**src/rtl/insn_pipe_ctrl.sv**
```systemverilog
// Pipeline latch controller: owns F/D, D/X, X/M and M/W, inserts load-use bubbles,
// flushes on taken branches and stalls the front of the pipe around the mult/div handshake.
//
// state      | meaning
// -----------+----------------------------------------------------------------
// ST_RUN     | pipe flows; flush, mult/div start and load-use resolved here
// ST_MD_WAIT | mul/div held in D/X until md_ready or the wait counter expires
module insn_pipe_ctrl #(
    parameter logic [31:0] NOP_INSN   = 32'h0000_0000,
    parameter int unsigned MD_TIMEOUT = 64
) (
    input  logic        clock,
    input  logic        reset_n,
    input  logic [31:0] fetch_insn,
    input  logic        flush,
    input  logic        md_ready,
    output logic [31:0] fd_insn,
    output logic [31:0] dx_insn,
    output logic [31:0] xm_insn,
    output logic [31:0] mw_insn,
    output logic        pc_en,
    output logic        md_start,
    output logic        md_busy,
    output logic        md_timeout
);

    localparam logic [4:0] OP_RTYPE = 5'b00000;
    localparam logic [4:0] OP_BNE   = 5'b00010;
    localparam logic [4:0] OP_JR    = 5'b00100;
    localparam logic [4:0] OP_ADDI  = 5'b00101;
    localparam logic [4:0] OP_BLT   = 5'b00110;
    localparam logic [4:0] OP_SW    = 5'b00111;
    localparam logic [4:0] OP_LW    = 5'b01000;

    localparam logic [4:0] ALU_SLL  = 5'b00100;
    localparam logic [4:0] ALU_SRL  = 5'b00101;
    localparam logic [4:0] ALU_MUL  = 5'b00110;
    localparam logic [4:0] ALU_DIV  = 5'b00111;

    localparam logic [7:0] TIMEOUT_CNT = 8'(MD_TIMEOUT);

    typedef enum logic {
        ST_RUN,
        ST_MD_WAIT
    } state_t;

    typedef enum logic [1:0] {
        ACT_ADVANCE,
        ACT_FLUSH,
        ACT_MD_HOLD,
        ACT_BUBBLE
    } act_t;

    state_t     state;
    act_t       act;
    logic [7:0] md_count;
    logic       md_expired;
    logic       md_release;

    logic [4:0] fd_op, fd_rd, fd_rs, fd_rt, fd_aluop;
    logic [4:0] dx_op, dx_rd, dx_aluop;
    logic       fd_reads_rs, fd_reads_rt, fd_reads_rd;
    logic       dx_is_muldiv;
    logic       load_use;

    assign fd_op    = fd_insn[31:27];
    assign fd_rd    = fd_insn[26:22];
    assign fd_rs    = fd_insn[21:17];
    assign fd_rt    = fd_insn[16:12];
    assign fd_aluop = fd_insn[6:2];

    assign dx_op    = dx_insn[31:27];
    assign dx_rd    = dx_insn[26:22];
    assign dx_aluop = dx_insn[6:2];

    assign fd_reads_rs = (fd_op == OP_RTYPE) || (fd_op == OP_ADDI) || (fd_op == OP_LW) ||
                         (fd_op == OP_SW)    || (fd_op == OP_BNE)  || (fd_op == OP_BLT);
    assign fd_reads_rt = (fd_op == OP_RTYPE) && (fd_aluop != ALU_SLL) && (fd_aluop != ALU_SRL);
    // Store data is forwarded W->M, so sw's rd never needs to stall behind a load.
    assign fd_reads_rd = (fd_op == OP_BNE) || (fd_op == OP_BLT) || (fd_op == OP_JR);

    assign dx_is_muldiv = (dx_op == OP_RTYPE) && ((dx_aluop == ALU_MUL) || (dx_aluop == ALU_DIV));

    assign load_use = (dx_op == OP_LW) && (dx_rd != 5'd0) &&
                      ((fd_reads_rs && (fd_rs == dx_rd)) ||
                       (fd_reads_rt && (fd_rt == dx_rd)) ||
                       (fd_reads_rd && (fd_rd == dx_rd)));

    assign md_expired = (md_count == TIMEOUT_CNT);

    always_comb begin
        act        = ACT_ADVANCE;
        md_release = 1'b0;
        case (state)
            ST_RUN: begin
                if (flush)
                    act = ACT_FLUSH;
                else if (dx_is_muldiv)
                    act = ACT_MD_HOLD;
                else if (load_use)
                    act = ACT_BUBBLE;
            end
            ST_MD_WAIT: begin
                if (md_ready || md_expired) begin
                    act        = ACT_ADVANCE;
                    md_release = 1'b1;
                end else begin
                    act = ACT_MD_HOLD;
                end
            end
            default: act = ACT_ADVANCE;
        endcase
    end

    // Outputs are forced to their idle values while reset is held, whatever the state.
    assign pc_en    = !reset_n || (act == ACT_ADVANCE) || (act == ACT_FLUSH);
    assign md_start = reset_n && (state == ST_RUN) && (act == ACT_MD_HOLD);
    assign md_busy  = reset_n && (state == ST_MD_WAIT);

    always_ff @(posedge clock) begin
        if (!reset_n) begin
            fd_insn    <= NOP_INSN;
            dx_insn    <= NOP_INSN;
            xm_insn    <= NOP_INSN;
            mw_insn    <= NOP_INSN;
            state      <= ST_RUN;
            md_count   <= 8'd0;
            md_timeout <= 1'b0;
        end else begin
            case (act)
                ACT_ADVANCE: begin
                    mw_insn <= xm_insn;
                    xm_insn <= dx_insn;
                    dx_insn <= fd_insn;
                    fd_insn <= fetch_insn;
                end
                ACT_FLUSH: begin
                    mw_insn <= xm_insn;
                    xm_insn <= dx_insn;
                    dx_insn <= NOP_INSN;
                    fd_insn <= NOP_INSN;
                end
                ACT_MD_HOLD: begin
                    mw_insn <= xm_insn;
                    xm_insn <= NOP_INSN;
                end
                ACT_BUBBLE: begin
                    mw_insn <= xm_insn;
                    xm_insn <= dx_insn;
                    dx_insn <= NOP_INSN;
                end
                default: ;
            endcase

            case (state)
                ST_RUN: begin
                    if (act == ACT_MD_HOLD) begin
                        state    <= ST_MD_WAIT;
                        md_count <= 8'd1;
                    end
                end
                ST_MD_WAIT: begin
                    if (md_release) begin
                        state <= ST_RUN;
                        if (!md_ready)
                            md_timeout <= 1'b1;
                    end else begin
                        md_count <= md_count + 8'd1;
                    end
                end
                default: state <= ST_RUN;
            endcase
        end
    end

endmodule

```
**config.mk**
```make
export PLATFORM = sky130hd
export DESIGN_NAME = insn_pipe_ctrl
export DESIGN_NICKNAME = d
export VERILOG_FILES = /design/src/rtl/insn_pipe_ctrl.sv
export SDC_FILE = /design/constraint.sdc
export NUM_CORES = 1
export LEC_CHECK = 0
export ABC_AREA = 0
export CAP_MARGIN = 30
export CORE_MARGIN = 4
export CORE_UTILIZATION = 30
export DETAILED_ROUTE_END_ITERATION = 8
export PLACE_DENSITY = 0.62
export SETUP_SLACK_MARGIN = 0.02
export SYNTH_ARGS = -nofsm -noshare
export SYNTH_HDL_FRONTEND = slang
export SYNTH_SLANG_ARGS = --single-unit
```
**constraint.sdc**
```tcl
create_clock -name clock -period 2.3 [get_ports clock]
set_input_delay 0.23 -clock clock [delete_from_list [all_inputs] [get_ports clock]]
set_output_delay 0.23 -clock clock [all_outputs]
set_load 0.005 [all_outputs]
```
# Yosys cells after proc, flatten, opt, wreduce, memory -nomap -nowiden
# Cells that the tools add are included.
[classes]
n_addsub = 1
eq_ne = 20
n_mux = 17
bitwise_logic = 2
reduce_logical = 36
[op_table]
columns = ["operator", "count"]
rows = [
  ["$pmux W32 S2", 3],
  ["$mux W32", 1],
  ["$eq A5 B3 Y1 const B", 6],
  ["$mux W8", 2],
  ["$pmux W8 S2", 1],
  ["$eq A5 B5 Y1", 3],
  ["$logic_or A1 B1 Y1", 13],
  ["$logic_and A1 B1 Y1", 11],
  ["$eq A5 B4 Y1 const B", 2],
  ["$logic_not A5 Y1", 2],
  ["$ne A5 B3 Y1 const B", 2],
  ["$add A8 B1 Y8 const B", 1],
  ["$eq A8 B7 Y1 const B", 1],
  ["$mux W2", 4],
  ["$eq A5 B2 Y1 const B", 1],
  ["$reduce_bool A5 Y1", 1],
  ["$eq A2 B2 Y1 const B", 2],
  ["$mux W1", 4],
  ["$pmux W2 S2", 1],
  ["$reduce_bool A2 Y1", 2],
  ["$reduce_or A4 Y1", 1],
  ["$reduce_and A3 Y1", 1],
  ["$reduce_or A3 Y1", 1],
  ["$eq A2 B1 Y1 const B", 1],
  ["other kinds (8)", 9],
]
[totals]
register_bits = 138
input_bits = 36
output_inout_bits = 132

# Logic depth before layout (Yosys ltp)
# Gate-level depths: netlist of the first run.
[depth]
depth_word = 17
mapped_depth = 9

# Least setup slack after synthesis of the first run
# OpenSTA, ideal clock, no wires.
[synth_path]
path_kind = "register to output"
from = "register dx_insn[23]"
to = "output port pc_en"
arrival_ps = 1917
setup_slack_ps = 153
stages_incl_launch_ff = 9
n_path_buf = 2
path_cell_list = "dfxtp_1 > clkbuf_1 > xor2_1 > or4_1 > o22a_1 > a21oi_4 > nor2_4 > buf_6 > or2_1"
[synth_via]
elab_chain_len = 12
elab_cells_between_ends = 19
classes_between = "4 x eq/ne; 4 x mux; 11 x reduce/logical"
[synth_lines]
columns = ["item", "line", "source"]
rows = [
  ["from (decl)", "18", "output logic [31:0] dx_insn,"],
  ["from (signal assigned)", "134", "dx_insn <= fd_insn;"],
  ["$eq A5 B5 Y1, on equally long branches", "85, 86", ""],
  ["$logic_and A1 B1 Y1, on equally long branches", "85, 86", ""],
  ["$logic_or A1 B1 Y1", "85", "((fd_reads_rs && (fd_rs == dx_rd)) ||"],
  ["$logic_or A1 B1 Y1", "86", "(fd_reads_rt && (fd_rt == dx_rd)) ||"],
  ["$logic_and A1 B1 Y1 (*)", "84", "assign load_use = (dx_op == OP_LW) && (dx_rd != 5'd0) &&"],
  ["$mux W2 (*)", "100", "else if (load_use)"],
  ["$mux W2 (*)", "98", "else if (dx_is_muldiv)"],
  ["$mux W2 (*)", "96", "if (flush)"],
  ["$pmux W2 S2 (*)", "94", "case (state)"],
  ["$logic_not A2 Y1", "116", "assign pc_en = !reset_n || (act == ACT_ADVANCE) || (act == ACT_FLUSH);"],
  ["$logic_or A1 B1 Y1", "116", ""],
  ["$logic_or A1 B1 Y1 (*)", "116", ""],
  ["to (decl)", "21", "output logic pc_en,"],
]
# Mark *: on every way between the ends. The rest lies on a longest branch, timed or not.

# Final worst setup path of the first run
[layout_path]
from = "register dx_insn[26]"
to = "output port pc_en"
# The elaborated chain is that of the path after synthesis.

==> impl_metrics.tcl, run 1 <==
set metrics [dict create \
    design.die.area_um2 18340 \
    hold_start "reset_n" \
    post-route-min-period_ns 2.417 \
    grt_start_max_net_pins 74 \
    cp_data_arrival_time_ns 2.19 \
    use_met2 0.2633 \
    synth_edf_count 0 \
    cts_hold_buf 0 \
    clock_path_buffers 2 \
    critical_path.startpoint "dx_insn[26]$_SDFFE_PN0P_" \
    synth_seq_cells 138 \
    ys.flop_type "dfxtp_1" \
    max_freq_ghz 0.4137 \
    setup_ws_ns -0.1175 \
    hold-path-endpoint "mw_insn[11]$_SDFF_PN0_" \
    wl_um 14850 \
    yosysWarnings 0 \
    syn_inst 461 \
    status "finished with violations" \
    cp-end-kind "output port" \
    yosysSeqAreaShare 0.5672 \
    netlist_area_um2 4871 \
    path_max_fanout 2 \
    r2r-start "fd_insn[3]$_SDFFE_PN0P_" \
    max-slew-margin-rel 0.5370 \
    drive_above_1_share 0.1649 \
    setup_tns_ns -0.6305 \
    clkSinkCount 138 \
    timing.rr.end "fd_insn[0]$_SDFFE_PN0P_" \
    hold_slack_ns 0.2321 \
    cellLeakagePower_nw 3.027 \
    avgSynthCellArea_um2 10.57 \
    rsz0062_at_grt "true" \
    die_w_um 135.4 \
    cts_tree "yes" \
    io_buffer_count 167 \
    diodes 0 \
    grtUsageMet1 0.2074 \
    row_count 46 \
    period_share 1.051 \
    grt_busiest_layer "met2" \
    power_density_nw_per_um2 694.2 \
    crit_required_ns 2.07 \
    synthesis.nets 499 \
    violations "setup timing" \
    gp_congestion 0.8089 \
    htreeDepth 4 \
    grt_pass1_wl_um 22870 \
    ys_async_sr_fraction 0 \
    vias 4131 \
    dr.first_iter.drc_count 264 \
    path_class "register to output port" \
    post_drt_wl_per_cell_um 16.59 \
    path_clk_slew_ns 0.05 \
    antenna_found_initial 0 \
    drc 0 \
    start_kind "register" \
    slew_viol_final 0 \
    drv_cap 0 \
    cts_buffers 17 \
    hold_depth 2 \
    antenna_left 0 \
    clock_skew_ns 0.007234 \
    hold_viol 0 \
    ioPinCount 168 \
    syn2layout_area_growth_pct 57.51 \
    hold_class "primary input to register" \
    viasPerCell 4.616 \
    detail_route.first_pass.iterations 5 \
    reg2reg_depth 8 \
    grt_pass1_vias 4089 \
    place_hpwl_um 11060 \
    place_ws_ns -0.1195 \
    overflow 0 \
    worst_pin_slew_ns 0.6945 \
    finalSetupViolations 27 \
    clk_latency_ns 0.41 \
    synthDistinctLibCells 40 \
    reg2reg_slack_ns -0.05 \
    met3_usage 0.04012 \
    coreArea_um2 15890 \
    fp.dieH_um 135.4 \
    finalNetCount 709 \
    start_util 0.3066 \
    grt_use_total 0.1615 \
    peakVddDrop_v 0.0005470 \
    fill_cells 1482 \
    clock-root-buffer "clkbuf_16" \
]
[how the worst max path moves through the flow]
stage | endpoint | cells past startpoint
finish | pc_en | 7
global route | pc_en | 7
CTS | pc_en | 7
detailed placement | xm_insn[28]$_SDFF_PN0_ | 6
global placement | pc_en | 8
floorplan | pc_en | 8
[state kept, by name, indices dropped and copies added, names as in the netlist]
| register | flops |
|---|---|
| dx_insn | 32 |
| fd_insn | 32 |
| md_count | 8 |
| md_timeout | 1 |
| mw_insn | 32 |
| state | 1 |
| xm_insn | 32 |
[layout make-up]
cell class                      instances  area [um2]  area share
Clock buffer                           24       481.7     0.06279
Tap cell                              216       270.3     0.03523
Sequential cell                       138        2768      0.3607
Inverter                                3       11.26    0.001468
Multi-Input combinational cell        282        1962      0.2557
Clock inverter                          3       42.54    0.005545
Timing Repair Buffer                  229        2137      0.2785
[per-layer routing]
layer | up-vias | part of all wire
met5 | - | 0
met4 | 0 | 0.020
met3 | 23 | 0.050
met2 | 128 | 0.49
met1 | 1963 | 0.44
li1 | 2017 | -
[placed cells by master (no fill, tap or decap), types with 3 or more instances in the layout]
cell	count
clkbuf_1	4
xnor2_1	7
nand4_1	6
clkbuf_16	17
and3_1	3
o21ai_0	14
clkdlybuf4s50_1	164
a32o_1	32
and2_1	66
nand2_1	27
nand3_1	34
a21oi_1	14
mux2i_1	21
clkbuf_8	3
xor2_1	12
nor2_1	9
buf_4	62
nor2b_1	5
dfxtp_1	134
dfxtp_2	4
[worst max-delay path: stages (launching register included)]
cell and delay (ns):
dfxtp_2 0.32, xor2_1 0.14, or4_1 0.50, o22a_1 0.23, a21oi_4 0.20, nor2_4 0.04
or2_1 0.22, buf_2 0.13
[stage by stage]
stage / util / cell area [um2] / instances / total power [mW]
after floorplan: - / 4871 / 461 / 2.678
after global placement: 0.4442 / 7057 / 862 / 2.911
after detailed placement: 0.4442 / 7057 / 862 / 2.916
after CTS: 0.4807 / 7636 / 894 / 5.389
after global routing: 0.4830 / 7672 / 895 / 5.515
final: 0.4830 / 7672 / 895 / 5.326
[synthesized netlist by cell type (2+ instances only)]
cell | n | area (um2)
dfxtp_1 | 138 | 2763
and2_1 | 68 | 425.4
nand3_1 | 34 | 170.2
a32o_1 | 32 | 320.3
nand2_1 | 29 | 108.9
clkbuf_1 | 25 | 93.84
mux2i_1 | 21 | 210.2
a21oi_1 | 15 | 75.07
o21ai_0 | 14 | 70.07
xor2_1 | 12 | 105.1
nor2_1 | 9 | 33.78
buf_2 | 7 | 35.03
nor2b_1 | 7 | 43.79
xnor2_1 | 7 | 61.31
nand4_1 | 6 | 37.54
buf_6 | 5 | 56.30
and3_1 | 3 | 18.77
inv_1 | 3 | 11.26
nor3_1 | 3 | 15.01
ha_1 | 2 | 25.02
nor4_1 | 2 | 12.51
[kinds of logic (layout without fill, tap and decap cells)]
kind of cell             count (synthesis)  in the layout  share of synthesized area
adder cells (fa/ha/maj)                  2              2                   0.005137
multiplexers                            22             22                    0.04547
XOR/XNOR                                19             19                    0.03416
buffers and inverters                   41            259                    0.04110
flip-flops                             138            138                     0.5672
AO/OA/AOI/OAI                           70             70                     0.1161
AND/OR/NAND/NOR                        169            169                     0.1909
[what timing repair did]
action,4_1_cts,5_1_grt
endpoints found under the hold margin,0,0
setup endpoints to repair,69,59
pin swaps,8,3
buffers inserted,5,2
gates resized for setup,16,11
[power by group]
| part | switching (mW) | leakage, nW | internal [mW] |
|---|---|---|---|
| Combinational | 0.178 | 1.65 | 0.223 |
| Sequential | 0.0336 | 1.12 | 2.44 |
| Clock | 0.915 | 0.254 | 1.54 |
No activity file was read; power rests on OpenSTA's default activity.
==> run 2, diff against run 1 <==
Settings changed: CTS_CLUSTER_SIZE set to 28.
==> results of run 2 <==
The final DEF is identical to that of run 1; final timing and power are the same.
